===== src/rtl/keypad_pkg.sv =====
// keypad_pkg: shared definitions for the 4x4 keypad scanner.
//   state_t      - scanner FSM state encoding
//   COLS_IDLE    - column drive with no column selected
//   col_drive()  - one-hot-low column drive for a column index
//   REPEAT_DELAY - ticks before the first auto-repeat (KEYPAD_AUTOREPEAT_EN)
//   REPEAT_RATE  - ticks between subsequent auto-repeats (KEYPAD_AUTOREPEAT_EN)
package keypad_pkg;

    typedef enum logic [1:0] {
        SCAN     = 2'd0,
        DEBOUNCE = 2'd1,
        HELD     = 2'd2
    } state_t;

    localparam logic [3:0] COL0_N    = 4'b1110;
    localparam logic [3:0] COL1_N    = 4'b1101;
    localparam logic [3:0] COL2_N    = 4'b1011;
    localparam logic [3:0] COL3_N    = 4'b0111;
    localparam logic [3:0] COLS_IDLE = 4'b1111;

    localparam int unsigned REPEAT_DELAY = 64;
    localparam int unsigned REPEAT_RATE  = 16;

    function automatic logic [3:0] col_drive(input logic [1:0] idx);
        logic [3:0] drv;
        case (idx)
            2'd0:    drv = COL0_N;
            2'd1:    drv = COL1_N;
            2'd2:    drv = COL2_N;
            default: drv = COL3_N;
        endcase
        return drv;
    endfunction

endpackage


===== src/rtl/keypad_tick_gen.sv =====
// keypad_tick_gen: free-running SCAN_DIV-bit divider producing the scan tick.
//   clk     - system clock
//   reset_n - asynchronous active-low reset
//   restart - synchronous restart of the divider (counter back to 0)
//   tick    - high for one cycle whenever the counter is all-ones
module keypad_tick_gen #(
    parameter int unsigned SCAN_DIV = 8
) (
    input  logic clk,
    input  logic reset_n,
    input  logic restart,
    output logic tick
);

    logic [SCAN_DIV-1:0] cnt;

    always_ff @(posedge clk or negedge reset_n) begin
        if (!reset_n) begin
            cnt <= '0;
        end else if (restart) begin
            cnt <= '0;
        end else begin
            cnt <= cnt + 1'b1;
        end
    end

    assign tick = (cnt == '1) && !restart;

endmodule


===== src/rtl/keypad_scan.sv =====
// keypad_scan: 4x4 hex keypad scanner with debounce and a 16-bit entry register.
//   clk       - system clock
//   reset_n   - asynchronous active-low reset
//   enable    - scanning enabled; low idles the scanner (value/key_code hold)
//   clear     - synchronous clear of the entry register (wins over a shift)
//   rows_n    - row sense, active-low, asynchronous (2-flop synchronized)
//   cols_n    - column drive, one-hot-low, 4'b1111 when idle
//   key_valid - one-cycle strobe per accepted key
//   key_code  - last accepted key, {row_idx, col_idx}
//   value     - entry register, newest digit in [3:0]
// Optional feature: define KEYPAD_AUTOREPEAT_EN to re-emit a held key after
// REPEAT_DELAY ticks and then every REPEAT_RATE ticks.
module keypad_scan
    import keypad_pkg::*;
#(
    parameter int unsigned SCAN_DIV     = 8,
    parameter int unsigned DEBOUNCE_CNT = 4
) (
    input  logic        clk,
    input  logic        reset_n,
    input  logic        enable,
    input  logic        clear,
    input  logic [3:0]  rows_n,
    output logic [3:0]  cols_n,
    output logic        key_valid,
    output logic [3:0]  key_code,
    output logic [15:0] value
);

    localparam logic [3:0] DEB = 4'(DEBOUNCE_CNT);

    logic [3:0] rows_s1, rows_s2;
    logic       tick;
    state_t     state;
    logic [1:0] col_idx, col_nxt;
    logic [1:0] cand_row, row_idx;
    logic [3:0] deb_cnt, deb_inc;
    logic       one_low, cand_match, all_high;
    logic       adv, emit, rep_emit;
    logic [3:0] emit_code;

    keypad_tick_gen #(
        .SCAN_DIV (SCAN_DIV)
    ) u_tick (
        .clk     (clk),
        .reset_n (reset_n),
        .restart (!enable),
        .tick    (tick)
    );

    always_ff @(posedge clk or negedge reset_n) begin
        if (!reset_n) begin
            rows_s1 <= '1;
            rows_s2 <= '1;
        end else begin
            rows_s1 <= rows_n;
            rows_s2 <= rows_s1;
        end
    end

    always_comb begin
        one_low = 1'b0;
        row_idx = 2'd0;
        case (rows_s2)
            4'b1110: begin one_low = 1'b1; row_idx = 2'd0; end
            4'b1101: begin one_low = 1'b1; row_idx = 2'd1; end
            4'b1011: begin one_low = 1'b1; row_idx = 2'd2; end
            4'b0111: begin one_low = 1'b1; row_idx = 2'd3; end
            default: ;
        endcase
    end

    assign cand_match = (rows_s2 == ~(4'b0001 << cand_row));
    assign all_high   = (rows_s2 == 4'b1111);
    assign deb_inc    = deb_cnt + 4'd1;

`ifdef KEYPAD_AUTOREPEAT_EN
    logic [6:0] rep_cnt, rep_inc;

    assign rep_inc  = rep_cnt + 7'd1;
    assign rep_emit = tick && (state == HELD) && cand_match &&
                      (rep_inc == 7'(REPEAT_DELAY));

    // After the first repeat the counter restarts REPEAT_RATE short of the
    // threshold, so later repeats come every REPEAT_RATE ticks.
    always_ff @(posedge clk or negedge reset_n) begin
        if (!reset_n) begin
            rep_cnt <= '0;
        end else if (!enable) begin
            rep_cnt <= '0;
        end else if (tick) begin
            if (state != HELD || !cand_match)
                rep_cnt <= '0;
            else if (rep_emit)
                rep_cnt <= 7'(REPEAT_DELAY - REPEAT_RATE);
            else
                rep_cnt <= rep_inc;
        end
    end
`else
    assign rep_emit = 1'b0;
`endif

    // Column advance and key acceptance are decided here so the column drive
    // can be registered against the next column index without a cycle of lag.
    always_comb begin
        adv  = 1'b0;
        emit = 1'b0;
        if (enable && tick) begin
            case (state)
                SCAN: begin
                    adv  = !one_low;
                    emit = one_low && (DEB == 4'd1);
                end
                DEBOUNCE: begin
                    adv  = !cand_match;
                    emit = cand_match && (deb_inc == DEB);
                end
                HELD: begin
                    adv  = all_high && (deb_inc == DEB);
                    emit = rep_emit;
                end
                default: ;
            endcase
        end
        if (!enable)
            col_nxt = 2'd0;
        else if (adv)
            col_nxt = col_idx + 2'd1;
        else
            col_nxt = col_idx;
        emit_code = (state == SCAN) ? {row_idx, col_idx} : {cand_row, col_idx};
    end

    always_ff @(posedge clk or negedge reset_n) begin
        if (!reset_n) begin
            state     <= SCAN;
            col_idx   <= 2'd0;
            cols_n    <= COLS_IDLE;
            deb_cnt   <= '0;
            cand_row  <= 2'd0;
            key_valid <= 1'b0;
            key_code  <= '0;
        end else begin
            key_valid <= emit;
            if (emit)
                key_code <= emit_code;
            col_idx <= col_nxt;
            if (!enable) begin
                state   <= SCAN;
                cols_n  <= COLS_IDLE;
                deb_cnt <= '0;
            end else begin
                cols_n <= col_drive(col_nxt);
                if (tick) begin
                    case (state)
                        SCAN: begin
                            if (one_low) begin
                                cand_row <= row_idx;
                                if (DEB == 4'd1) begin
                                    state   <= HELD;
                                    deb_cnt <= '0;
                                end else begin
                                    state   <= DEBOUNCE;
                                    deb_cnt <= 4'd1;
                                end
                            end
                        end
                        DEBOUNCE: begin
                            if (!cand_match) begin
                                state   <= SCAN;
                                deb_cnt <= '0;
                            end else if (deb_inc == DEB) begin
                                state   <= HELD;
                                deb_cnt <= '0;
                            end else begin
                                deb_cnt <= deb_inc;
                            end
                        end
                        HELD: begin
                            if (!all_high) begin
                                deb_cnt <= '0;
                            end else if (deb_inc == DEB) begin
                                state   <= SCAN;
                                deb_cnt <= '0;
                            end else begin
                                deb_cnt <= deb_inc;
                            end
                        end
                        default: state <= SCAN;
                    endcase
                end
            end
        end
    end

    always_ff @(posedge clk or negedge reset_n) begin
        if (!reset_n)
            value <= '0;
        else if (clear)
            value <= '0;
        else if (emit)
            value <= {value[11:0], emit_code};
    end

endmodule


===== config.mk =====
export PLATFORM = sky130hd
export DESIGN_NAME = keypad_scan
export DESIGN_NICKNAME = d
export VERILOG_FILES = /design/src/rtl/keypad_pkg.sv /design/src/rtl/keypad_tick_gen.sv /design/src/rtl/keypad_scan.sv
export SDC_FILE = /design/constraint.sdc
export NUM_CORES = 1
export LEC_CHECK = 0
export ABC_AREA = 1
export CORE_AREA = 3 3 72 74
export DETAILED_ROUTE_END_ITERATION = 8
export DIE_AREA = 0 0 75 77
export GPL_TIMING_DRIVEN = 0
export PLACE_DENSITY = 0.74
export SYNTH_ARGS = -nofsm -noshare
export SYNTH_HDL_FRONTEND = slang
export SYNTH_SLANG_ARGS = --single-unit

===== constraint.sdc =====
create_clock -name clk -period 3.98 [get_ports clk]
set_input_delay 0.597 -clock clk [delete_from_list [all_inputs] [get_ports clk]]
set_output_delay 0.597 -clock clk [all_outputs]
set_load 0.01 [all_outputs]

==> results of run 1 <==
-- per-layer routing --
metal  vias to the layer above  share of wire, %
li1                        943                 -
met1                       867                45
met2                        42                49
met3                         8               3.9
met4                         0               1.8
met5                         -                 0
-- synthesized netlist by cell type, drive strengths merged (2+ instances only) --
cell	count	area [um2]
dfrtp	39	975.9
o21ai	24	150.1
dfstp	12	315.3
inv	32	120.1
nor3	2	21.27
nand3	28	175.2
nor2	20	102.6
nand4	6	58.80
nand2	74	297.8
a21oi	13	65.06
clkbuf	2	7.510
buf	4	50.05
ha	8	100.1
-- through the flow --
step | cell area (um2) | hold slack (ps) | setup slack, ps | cells
global route | 2968 | 252.6 | 1987 | 364
finish | 2968 | 240.9 | 2042 | 364
detailed placement | 2878 | 347.3 | 1859 | 356
CTS | 2968 | 251.3 | 2022 | 364
floorplan | 2475 | 301.4 | 2384 | 269
global placement | 2863 | 345.6 | 896.8 | 355
-- final timing paths --
path | endpoint
worst max-delay path | cols_n[2]
worst min-delay path | key_valid$_DFF_PN0_
worst max register to register | value[13]$_DFFE_PN0P_
worst min register to register | rows_s2[1]$_DFF_PN1_
max in group asynchronous | cols_n[1]$_DFF_PN1_
min in group clk | rows_s2[1]$_DFF_PN1_
-- area by class of cell --
class / instances / share of cell area (%)
flip-flops and latches: 51 / 43.51
clock buffers: 7 / 2.909
clock inverters: 1 / 0.1265
well taps: 54 / 2.277
multi-input cells: 180 / 33.90
repair buffers: 33 / 11.30
inverters: 32 / 4.047
plain buffers: 6 / 1.939
-- sequential cells by signal, summed over array words and instances, names as in the netlist --
signal      cells
cand_row        2
key_code        4
rows_s2         4
value          16
deb_cnt         4
rows_s1         4
u_tick.cnt      8
cols_n          4
col_idx         2
key_valid       1
state           2
-- power by group --
group | internal [W] | switching [W]
logic | 0.0000162 | 0.0000293
registers | 0.000529 | 0.00000492
clock network | 0.000139 | 0.000156
-- kinds of logic (layout without fill, tap and decap cells) --
logic type      after synthesis  in the layout
buf+inv                      38             79
compound gates               39             39
xor+xnor                      1              1
simple gates                132            132
flops                        51             51
fa+ha+maj                     8              8
==> summary.md, run 1 <==
| Metric | Value |
|---|---|
| HPWL after detailed placement | `3366 um` |
| Crit path DAT | `1340 ps` |
| Iteration-0 DRC count of the detailed router | `101` |
| Initial antenna violation count | `0` |
| Core area | `0.004661 mm2` |
| Crit. Startpoint | `cols_n[2]$_DFF_PN1_` |
| Commonest non-fill, non-tap cell in the layout | `nand2_1` |
| CTS tree | `built` |
| Initial core utilization | `53.10%` |
| Met1 Usage GRT | `22.17%` |
| GR Util met2 | `27.96%` |
| Sequential share of the synthesized area | `52.17%` |
| Wire per inst | `11.96 um` |
| Worst slew pin tran | `473.3 ps` |
| Post-CTS Setup Bufs | `0` |
| CP Capture Type | `output pin` |
| LEAKAGE | `1.368 nW` |
| Multiplexer share of the synthesized area | `0%` |
| Maximum vdd ir drop | `0.1475 mV` |
| Compound-Gate Fraction of Synth Area | `9.252%` |
| First-pass GRT wire length | `7921 um` |
| Vias in the first global route | `1860` |
| Layout fillers | `402` |
| Final period util | `48.68%` |
| Cell family with most CP delay | `flip-flops` |
| Clock Sinks | `51` |
| Final setup viols | `0` |
| Largest family of logic cells by synthesized area | `simple AND/OR/NAND/NOR gates` |
| Layout Nets | `325` |
| DRC viols | `0` |
| Most frequent cells in the layout | `nand2_1 (66), dfrtp_1 (39), clkdlybuf4s50_1 (31)` |
| Synthesized net count | `285` |
| Met3 Use GR | `4.718%` |
| Setup TNS after final layout | `0 ps` |
| Reg area | `0.001291 mm2` |
| F_max | `516.1 MHz` |
| Critical-path cell list | `clkdlybuf4s50_1` |
| Main synth FF type | `dfrtp_1` |
| Max clock buf depth | `2` |
| Fin. max-slew vios | `0` |
| Max Cap Violations | `0` |
| Die Area | `0.005775 mm2` |
| Clock slew at reported path FFs | `80 ps` |
| GPL Wtd Cong | `0.8885` |
| I/O pins | `33` |
| RSZ-0062 raised after global routing | `no` |
| GR peak layer | `met2` |
| Simple-Gate Fraction of Synth Area | `27.00%` |
| Setup slack on the worst flop-to-flop path | `2220 ps` |
| Die Span X | `75 um` |
| CP max FO | `1` |
| Final WL | `4352 um` |
| Htree depth | `2` |
| Slowest-stage cell, CP | `dfstp_2` |
| Synthesized area | `0.002475 mm2` |
| Rel. slew slack | `68.44%` |
| Power Dens Cells | `294.7 mW/mm2` |
| Distinct cells, synth | `31` |
| Stages on worst setup path | `1` |
| FP Rows | `25` |
| Post-synth ARST share | `100.0%` |
| Die Y | `77 um` |
| Final core occ | `63.68%` |
| Post-synth EDFFs | `0` |
| TritonCTS Buffers | `5` |
| Area Growth Syn to Fin | `19.92%` |
| Skew-Pair Late Insertion Delay | `300 ps` |
| Clock skew | `4.267 ps` |
| Min cycle time layout | `1938 ps` |
| Synth Area in XOR/XNOR | `0.3539%` |
| Post-Synth Adder-Cell Area | `4.044%` |
| Max incr delay on CP | `520 ps` |
| Total power | `0.0008747 W` |
| Largest net degree at the start of global routing | `32` |
| GRT Resource Usage Total | `17.30%` |
| HP Class | `in -> async` |
| Buffers & Inverters on Critical Path | `1` |
| Resized cells post-CTS | `0` |
| Worst Reg-to-Reg Cells | `10` |
| Total grt overflow | `0` |
| Post-CTS Hold Buffers | `0` |
| Root buffer cell | `clkbuf_8` |
| Syn Inst Count | `269` |
| Final hold vios | `0` |
| DR pass1 iterations | `4` |
| Ys Warns | `0` |
| Area of the multi-input gates | `0.001006 mm2` |
| Reg-to-Reg Start | `deb_cnt[0]$_DFFE_PN0P_` |
| Share of layout cells above drive strength 1 | `18.71%` |
| ANT cells | `0` |
| Avg Inst Size Synth | `9.200 um2` |
| DRT antenna net count | `0` |
| CP Launch Type | `flip-flop` |
| Outcome | `finished clean` |
| PortBufs | `32` |
| WP data required | `3380 ps` |
| DR vias | `1860` |
| CP Class | `reg -> out` |
| DR vias/cell | `5.110` |
| Post-synthesis register bit count | `51` |
(Power assumes the default switching activity.)
==> run 2: changes to the inputs <==
==> constraint.sdc (replaced) <==
create_clock -name clk -period 1.89 [get_ports clk]
set_input_delay 0.2835 -clock clk [delete_from_list [all_inputs] [get_ports clk]]
set_output_delay 0.2835 -clock clk [all_outputs]
set_load 0.01 [all_outputs]
==> summary.md, run 2 (synthesis results as in run 1) <==
| Metric | Value |
|---|---|
| Skew-Pair Late Insertion Delay | `300 ps` |
| TritonCTS Buffers | `5` |
| Max Cap Violations | `0` |
| Max reg flops | `16` |
| LEAKAGE | `1.389 nW` |
| Power Dens Cells | `611.8 mW/mm2` |
| Stages on worst setup path | `10` |
| Largest regs | `value: 16 flops, u_tick.cnt: 8 flops` |
| FP Rows | `25` |
| Min cycle time layout | `1739 ps` |
| Final core occ | `64.70%` |
| Max incr delay on CP | `430 ps` |
| Vias in the first global route | `1866` |
| Crit path DAT | `1970 ps` |
| Cell family with most CP delay | `simple AND/OR/NAND/NOR gates` |
| Clock Sinks | `51` |
| Share of layout cells above drive strength 1 | `20.63%` |
| Root buffer cell | `clkbuf_8` |
| DR vias/cell | `5.087` |
| Commonest non-fill, non-tap cell in the layout | `nand2_1` |
| Clock skew | `5.526 ps` |
| Total grt overflow | `0` |
| Htree depth | `2` |
| Final WL | `4376 um` |
| Die Area | `0.005775 mm2` |
| Setup slack on the worst flop-to-flop path | `150 ps` |
| DR vias | `1877` |
| GPL Wtd Cong | `0.8885` |
| Final setup viols | `0` |
| HPWL after detailed placement | `3366 um` |
| Hold path start | `rows_s1[1]$_DFF_PN1_` |
| Critical-path cell list | `ha_1 > nand2_1 > nand2_2 > nor2_4 > nand2_2 > nor3_4 > buf_6 > buf_12 > nand3_2 > o21ai_2` |
| PortBufs | `32` |
| Rel. slew slack | `68.37%` |
| WL met3 | `172 um` |
| Worst Reg-to-Reg Cells | `10` |
| Top Metal Used | `met4` |
| Final hold vios | `0` |
| Iteration-0 DRC count of the detailed router | `79` |
| Initial core utilization | `53.10%` |
| CP Class | `reg -> reg` |
| Crit. Startpoint | `deb_cnt[0]$_DFFE_PN0P_` |
| Area Growth Syn to Fin | `21.84%` |
| CP Capture Type | `flip-flop` |
| WP data required | `2120 ps` |
| Max clock buf depth | `2` |
| DR pass1 iterations | `4` |
| Slowest-stage cell, CP | `dfrtp_1` |
| Fin. max-slew vios | `0` |
| Outcome | `finished clean` |
| Die Span X | `75 um` |
| CTS tree | `built` |
| Setup TNS after final layout | `0 ps` |
| Most frequent cells in the layout | `nand2_1 (66), dfrtp_1 (39), clkdlybuf4s50_1 (31)` |
| HP Class | `reg -> reg` |
| DRT antenna net count | `0` |
| Die Y | `77 um` |
| Initial antenna violation count | `0` |
| Reg-to-Reg Start | `deb_cnt[0]$_DFFE_PN0P_` |
| CP max FO | `10` |
| Layout Nets | `330` |
| Crit-path most repeated cell | `nand2_2` |
| CP Launch Type | `flip-flop` |
| Reg-to-Reg End | `value[10]$_DFFE_PN0P_` |
| Met2 WL | `2187 um` |
| Wire per inst | `11.86 um` |
| DRC viols | `0` |
| Setup crit end | `value[10]$_DFFE_PN0P_` |
| Largest net degree at the start of global routing | `32` |
| GRT Resource Usage Total | `17.36%` |
| Placed cell area | `0.002878 mm2` |
| Wl on met1 | `1955 um` |
| Buffers & Inverters on Critical Path | `2` |
| Biggest register | `value` |
| Worst slew pin tran | `474.5 ps` |
| Final period util | `92.02%` |
| Finished Cell Area | `0.003015 mm2` |
| ANT cells | `0` |
| First-pass GRT wire length | `7941 um` |
| Core area | `0.004661 mm2` |
| I/O pins | `33` |
| F_max | `575.0 MHz` |
| Clock slew at reported path FFs | `80 ps` |
| Maximum vdd ir drop | `0.3080 mV` |
run 2: power breakdown:
| part | switching, W | total (W) | internal (W) |
|---|---|---|---|
| Sequential | 0.0000105 | 0.00112 | 0.00111 |
| Clock | 0.000330 | 0.000623 | 0.000294 |
| Combinational | 0.0000618 | 0.0000975 | 0.0000357 |
run 2: worst min path at each step:
stage	cells after the start	to	slack, ps
global placement	0	rows_s2[1]$_DFF_PN1_	350
floorplan	0	cand_row[0]$_DFFE_PN0P_	-10
global route	0	rows_s2[2]$_DFF_PN1_	360
CTS	0	rows_s2[1]$_DFF_PN1_	360
detailed placement	1	value[14]$_DFFE_PN0P_	270
finish	0	rows_s2[1]$_DFF_PN1_	360
run 2: metrics by stage:
stage                     std cells  hold WS (ps)  power (W)  setup WS, ps
after global routing            369         362.5   0.001935        -13.32
after CTS                       365         360.5   0.001878         105.7
after global placement          355         345.6   0.001236        -879.7
final                           369         358.8   0.001845         150.8
after floorplan                 269        -12.09   0.001186         294.1
after detailed placement        356         268.9   0.001243         82.88
run 2: layer usage:
layer | track usage, % | vias to the layer above
met3 | 4.718 | 6
met5 | 0 | -
li1 | - | 952
met4 | 5.516 | 0
met1 | 22.17 | 879
met2 | 28.14 | 40
run 2: final cells by class:
type | count | area, um2
Buffer | 6 | 57.56
Inverter | 32 | 120.1
Clock inverter | 1 | 3.754
Timing Repair Buffer | 38 | 375.4
Clock buffer | 7 | 86.33
Multi-Input combinational cell | 180 | 1013
Fill cell | 397 | 1645
Tap cell | 54 | 67.56
Sequential cell | 51 | 1291
run 2: repair_timing:
action / CTS / global route
setup buffers: 0 / 4
endpoints found under the hold margin: 12 / 0
hold buffers: 1 / 0
endpoints found under the setup margin: 0 / 9
gates resized for setup: 0 / 3
==> run 3: changes to the inputs <==
--- a/config.mk
+++ b/config.mk
@@ -6,6 +6,7 @@
 export NUM_CORES = 1
 export LEC_CHECK = 0
 export ABC_AREA = 1
+export CAP_MARGIN = 0
 export CORE_AREA = 3 3 72 74
 export DETAILED_ROUTE_END_ITERATION = 8
 export DIE_AREA = 0 0 75 77
==> results of run 3 <==
Final layout, timing and power as in run 2 (identical DEF).
